**src/rtl/lock_reset_sequencer.sv**
```systemverilog
// lock_reset_sequencer
// Turns the asynchronous PLL lock into a staged fabric reset and READY on the
// CCC output clock. Lock must stay high for a stable window before the fabric
// is released; READY follows after a further settling delay. Any lock loss
// after release drops the fabric back into reset and is recorded in a
// saturating loss counter and a sticky flag.
module lock_reset_sequencer #(
  parameter int SYNC_STAGES        = 2,
  parameter int LOCK_STABLE_CYCLES = 1024,
  parameter int STAGE_DELAY        = 16,
  parameter int LOSS_CNT_W         = 8
) (
  input  logic                  CLK,
  input  logic                  RESET,
  input  logic                  LOCK,
  input  logic                  CLR_STATUS,
  output logic                  FAB_RESET,
  output logic                  READY,
  output logic [1:0]            STATE,
  output logic [LOSS_CNT_W-1:0] LOSS_COUNT,
  output logic                  LOCK_LOST
);

  localparam logic [1:0] ST_WAIT_LOCK = 2'd0;
  localparam logic [1:0] ST_STABILIZE = 2'd1;
  localparam logic [1:0] ST_RELEASE   = 2'd2;
  localparam logic [1:0] ST_RUN       = 2'd3;

  // One counter serves both the stable window and the staging delay.
  localparam int CNT_MAX = (LOCK_STABLE_CYCLES > STAGE_DELAY) ? LOCK_STABLE_CYCLES : STAGE_DELAY;
  localparam int CNT_W   = $clog2(CNT_MAX + 1);

  localparam logic [CNT_W-1:0]      STABLE_LAST = CNT_W'(LOCK_STABLE_CYCLES - 1);
  localparam logic [CNT_W-1:0]      DELAY_LAST  = CNT_W'(STAGE_DELAY - 1);
  localparam logic [LOSS_CNT_W-1:0] LOSS_SAT    = {LOSS_CNT_W{1'b1}};

  logic [SYNC_STAGES-1:0] sync_q;
  logic                   lock_s;

  logic [1:0]             state_q, state_d;
  logic [CNT_W-1:0]       cnt_q, cnt_d;
  logic                   fab_reset_q, fab_reset_d;
  logic                   ready_q, ready_d;
  logic [LOSS_CNT_W-1:0]  loss_cnt_q, loss_cnt_d, loss_cnt_base;
  logic                   lock_lost_q, lock_lost_d;
  logic                   loss_event;

  // Lock synchroniser: plain shift chain, cleared by reset so a stale lock
  // cannot leak through a reset.
  always_ff @(posedge CLK) begin
    // NOTE: sequential state is only ever written with non-blocking assignments
    // so every flop samples the pre-edge values regardless of statement order.
    if (RESET) sync_q <= '0;
    else       sync_q <= {sync_q[SYNC_STAGES-2:0], LOCK};
  end

  assign lock_s = sync_q[SYNC_STAGES-1];

  // Next-state and counter logic for the release sequence.
  always_comb begin
    // NOTE: every combinational output gets a default first; a path that left
    // one unassigned would infer a latch.
    state_d    = state_q;
    cnt_d      = cnt_q;
    loss_event = 1'b0;
    case (state_q)
      ST_WAIT_LOCK: begin
        cnt_d = '0;
        if (lock_s) state_d = ST_STABILIZE;
      end
      ST_STABILIZE: begin
        // Dropping out before release is just a failed acquire, not a loss.
        if (!lock_s) begin
          state_d = ST_WAIT_LOCK;
          cnt_d   = '0;
        end else if (cnt_q == STABLE_LAST) begin
          state_d = ST_RELEASE;
          cnt_d   = '0;
        end else begin
          cnt_d = cnt_q + CNT_W'(1);
        end
      end
      ST_RELEASE: begin
        if (!lock_s) begin
          state_d    = ST_WAIT_LOCK;
          cnt_d      = '0;
          loss_event = 1'b1;
        end else if (cnt_q == DELAY_LAST) begin
          state_d = ST_RUN;
          cnt_d   = '0;
        end else begin
          cnt_d = cnt_q + CNT_W'(1);
        end
      end
      default: begin // ST_RUN
        if (!lock_s) begin
          state_d    = ST_WAIT_LOCK;
          cnt_d      = '0;
          loss_event = 1'b1;
        end
      end
    endcase
  end

  // Outputs are decoded from the next state so they change on the same edge
  // as STATE and come straight from flops.
  always_comb begin
    fab_reset_d = (state_d == ST_WAIT_LOCK) || (state_d == ST_STABILIZE);
    ready_d     = (state_d == ST_RUN);
  end

  // Status update: a clear is applied first, then a coincident loss on top of
  // it, so the loss is never hidden by the clear.
  always_comb begin
    loss_cnt_base = CLR_STATUS ? '0 : loss_cnt_q;
    loss_cnt_d    = loss_cnt_base;
    if (loss_event && (loss_cnt_base != LOSS_SAT)) loss_cnt_d = loss_cnt_base + LOSS_CNT_W'(1);
    lock_lost_d   = loss_event || (lock_lost_q && !CLR_STATUS);
  end

  // State, counter, output and status registers; reset dominates everything.
  always_ff @(posedge CLK) begin
    if (RESET) begin
      state_q     <= ST_WAIT_LOCK;
      cnt_q       <= '0;
      fab_reset_q <= 1'b1;
      ready_q     <= 1'b0;
      loss_cnt_q  <= '0;
      lock_lost_q <= 1'b0;
    end else begin
      state_q     <= state_d;
      cnt_q       <= cnt_d;
      fab_reset_q <= fab_reset_d;
      ready_q     <= ready_d;
      loss_cnt_q  <= loss_cnt_d;
      lock_lost_q <= lock_lost_d;
    end
  end

  assign FAB_RESET  = fab_reset_q;
  assign READY      = ready_q;
  assign STATE      = state_q;
  assign LOSS_COUNT = loss_cnt_q;
  assign LOCK_LOST  = lock_lost_q;

endmodule

```
**config.mk**
```make
export PLATFORM = sky130hd
export DESIGN_NAME = lock_reset_sequencer
export DESIGN_NICKNAME = d
export VERILOG_FILES = /design/src/rtl/lock_reset_sequencer.sv
export SDC_FILE = /design/constraint.sdc
export NUM_CORES = 1
export LEC_CHECK = 0
export ABC_AREA = 1
export BUFFER_PORTS_ARGS = -buffer_cell sky130_fd_sc_hd__buf_2
export CAP_MARGIN = 15
export CELL_PAD_IN_SITES_DETAIL_PLACEMENT = 0
export CELL_PAD_IN_SITES_GLOBAL_PLACEMENT = 2
export CORE_UTILIZATION = 29
export DETAILED_ROUTE_END_ITERATION = 16
export PLACE_DENSITY_LB_ADDON = 0.12
export SYNTH_ARGS = -nofsm -noshare
export SYNTH_HDL_FRONTEND = slang
export SYNTH_SLANG_ARGS = --single-unit
```
**constraint.sdc**
```tcl
create_clock -name CLK -period 1.62 [get_ports CLK]
set_input_delay 0.162 -clock CLK [delete_from_list [all_inputs] [get_ports CLK]]
set_output_delay 0.162 -clock CLK [all_outputs]
set_load 0.005 [all_outputs]
```
==> reports/summary.txt <==
clk buf depth -> 2
total wire length -> 3560 um
Max Cap Viol -> 0
Synth Area in Simple Gates -> 38.4%
status -> finished, final reports clean
# DRC -> 0
WHS Path Cells -> 3
area leader, netlist -> dfxtp_1
WL/cell -> 10.8 um
routing usage on met3 -> 3.25%
Core Area -> 0.00488 sq mm
Die Area -> 0.00554 sq mm
hold_ws -> 83.4 ps
Critical Path RT -> 1800 ps
post-synthesis compound-gate area fraction -> 9.88%
Total Routing Usage GR -> 13.7%
final worst-path setup slack -> 103 ps
worst hold path class -> primary input to flop
Sink Count -> 26
die width -> 74.4 um
number of synthesized flops with an enable pin -> 0
layout cell share with drive strength beyond 1 -> 29.8%
Clk pin slew, worst setup/hold paths -> 100 ps
Final setup viols -> 0
HPWL after detailed placement -> 2700 um
CTS tree -> done
Synth cell types -> 27
fin cells -> 329
most common flop cell mapped by yosys -> dfxtp_1
Post-Synth Adder-Cell Area -> 4.94%
Worst Setup SP -> LOSS_COUNT[1]
# IOs -> 17
Tmin final -> 1520 ps
Max-Slew Margin vs Limit -> 78.1%
pre-CTS WS -> 31.6 ps
Worst R2R End -> LOSS_COUNT[3]
critical path fanouts, max -> 7
mux contribution to synthesized area -> 0%
FP Rows -> 25
sequential share of the synthesized area -> 34.2%
antenna viol nets, final -> 0
Clock Latency Late Sink -> 270 ps
Worst Path Arrival -> 1690 ps
Ant. Diodes -> 0
H-tree depth -> 1
power per standard cell area -> 665 mW/mm^2
layout net count -> 273
Cells after DPL -> 319
Final GP Congestion -> 0.760
reg-to-reg setup timing slack -> 100 ps
final-report hold violation count -> 0
GR peak layer -> met2
worst r2r path cells -> 10
Initial Util -> 31.2%
Synth area leaders -> dfxtp_1 34%, nand2_1 12%, nor2_1 8.6%, inv_1 6.7%, a21oi_1 5.3%
largest net degree at the start of global routing -> 16
met2 GRT Util -> 23.2%
GR Util met1 -> 17.8%
Worst setup SP type -> flop
vias in the first global route -> 1296
grt total ovfl -> 0
Final Slew Violations -> 0
clock buffer count from CTS -> 3
largest family of logic cells by synthesized area -> simple AND/OR/NAND/NOR gates
hold_sp -> LOCK
final instance area -> 0.00195 sq mm
first-pass GRT wire length -> 5810 um
FFs w/ async S/R, synth -> 0%
synthesized area -> 0.00152 sq mm
crit share post-route -> 93.6%
CTS Root Cell -> clkbuf_8
1st-iter DRT viols -> 62
clock skew -> 4.92 ps
Post-Syn Area per Cell -> 6.91 sq um
Placement Cell Area -> 0.00180 sq mm
P_leak -> 0.855 nW
most common cell after layout, fill and taps aside -> nand2_1
DIE HEIGHT -> 74.4 um
Via Count -> 1457
hold-fix buffers at CTS -> 0
Port Buf Inserts -> 16
most frequent cells in the layout -> 48 x nand2_1, 32 x nor2_1, 25 x inv_1
Yosys warnings -> 0
reg-to-reg startpoint -> LOSS_COUNT[1]
#FFs+latches synth -> 26
Worst-Margin Slew -> 326 ps
fmax -> 0.659 GHz
hold endpoint -> sync_q[0]
vias per inst -> 4.43
initial antenna violation count -> 0
Post-Syn Instances -> 220
1st-pass router iterations -> 4
Synth top area share -> 34.2%
Post-Synthesis Net Count -> 230
Worst Setup Path Type -> flop to flop
synthesis-to-layout area growth -> 28.0%
critical path endpoint category -> flop
post-synthesis xor/xnor area fraction -> 3.46%
worst IR drop on VDD -> 603 uV
[Yosys cell counts (3+ instances only)]
cell type,number
nor2_2,3
inv_1,27
nand3_1,16
a21oi_1,16
nand4_1,3
nor2_4,3
xor2_1,4
dfxtp_1,26
o21ai_0,6
nor3_1,3
ha_1,6
nand2_2,6
nor2_1,35
nand2_1,48
[area by class of cell]
| class | count | area, sq um |
|---|---|---|
| Inverter | 29 | 109 |
| Multi-Input combinational cell | 163 | 895 |
| Timing Repair Buffer | 40 | 260 |
| Fill cell | 539 | 2930 |
| Clock inverter | 1 | 30.0 |
| Tap cell | 67 | 83.8 |
| Clock buffer | 3 | 41.3 |
| Sequential cell | 26 | 527 |
[kinds of logic after synthesis]
group,count (synthesis)
simple gates,123
fa+ha+maj,6
flops,26
compound gates,27
xor+xnor,6
buf+inv,32
[registers in the layout, summed over array words and instances (netlist names)]
| register | count |
|---|---|
| READY | 1 |
| sync_q | 2 |
| LOCK_LOST | 1 |
| STATE | 2 |
| LOSS_COUNT | 8 |
| FAB_RESET | 1 |
| cnt_q | 11 |
[power breakdown]
group / leakage, nW / total, mW / switching (mW) / internal [mW]
sequential: 0.213 / 0.651 / 0.00486 / 0.646
clock: 0.0357 / 0.555 / 0.224 / 0.331
combinational: 0.606 / 0.0892 / 0.0539 / 0.0353
[worst max-delay path by stage]
stage	endpoint	slack [ps]
after floorplan	cnt_q[9]	40
after global placement	cnt_q[7]	20
after detailed placement	cnt_q[7]	30
after CTS	cnt_q[7]	2
after global routing	LOSS_COUNT[5]	-20
final	LOSS_COUNT[3]	100
[what timing repair did]
item,CTS,global route
resized for setup,0,14
setup buffers,0,5
setup endpoints to repair,0,20
endpoints found under the hold margin,0,0
[critical path, stage by stage, from the launching register on]
cell and delay [ps]:
dfxtp_2 350, inv_1 40, nor2_1 130, ha_2 250, nand3_4 100, nor2_4 160
nand2_2 80, nand2_4 110, nor2_1 50, o21ai_1 110, nor2_1 50
[routing by layer]
layer	up-vias	routed length, um
met4	0	22
met5	-	0
met2	30	1690
li1	783	-
met3	2	134
met1	642	1710
[stage by stage]
stage                     TNS [ps]  total power [mW]  utilization, %
after floorplan                  0             0.715               -
after global placement           0             0.753            36.9
after detailed placement         0             0.751            36.9
after CTS                        0              1.32            38.3
after global routing         -33.4              1.35            39.9
final                            0              1.29            39.9
Note: power is estimated with default switching activity, not from simulation.
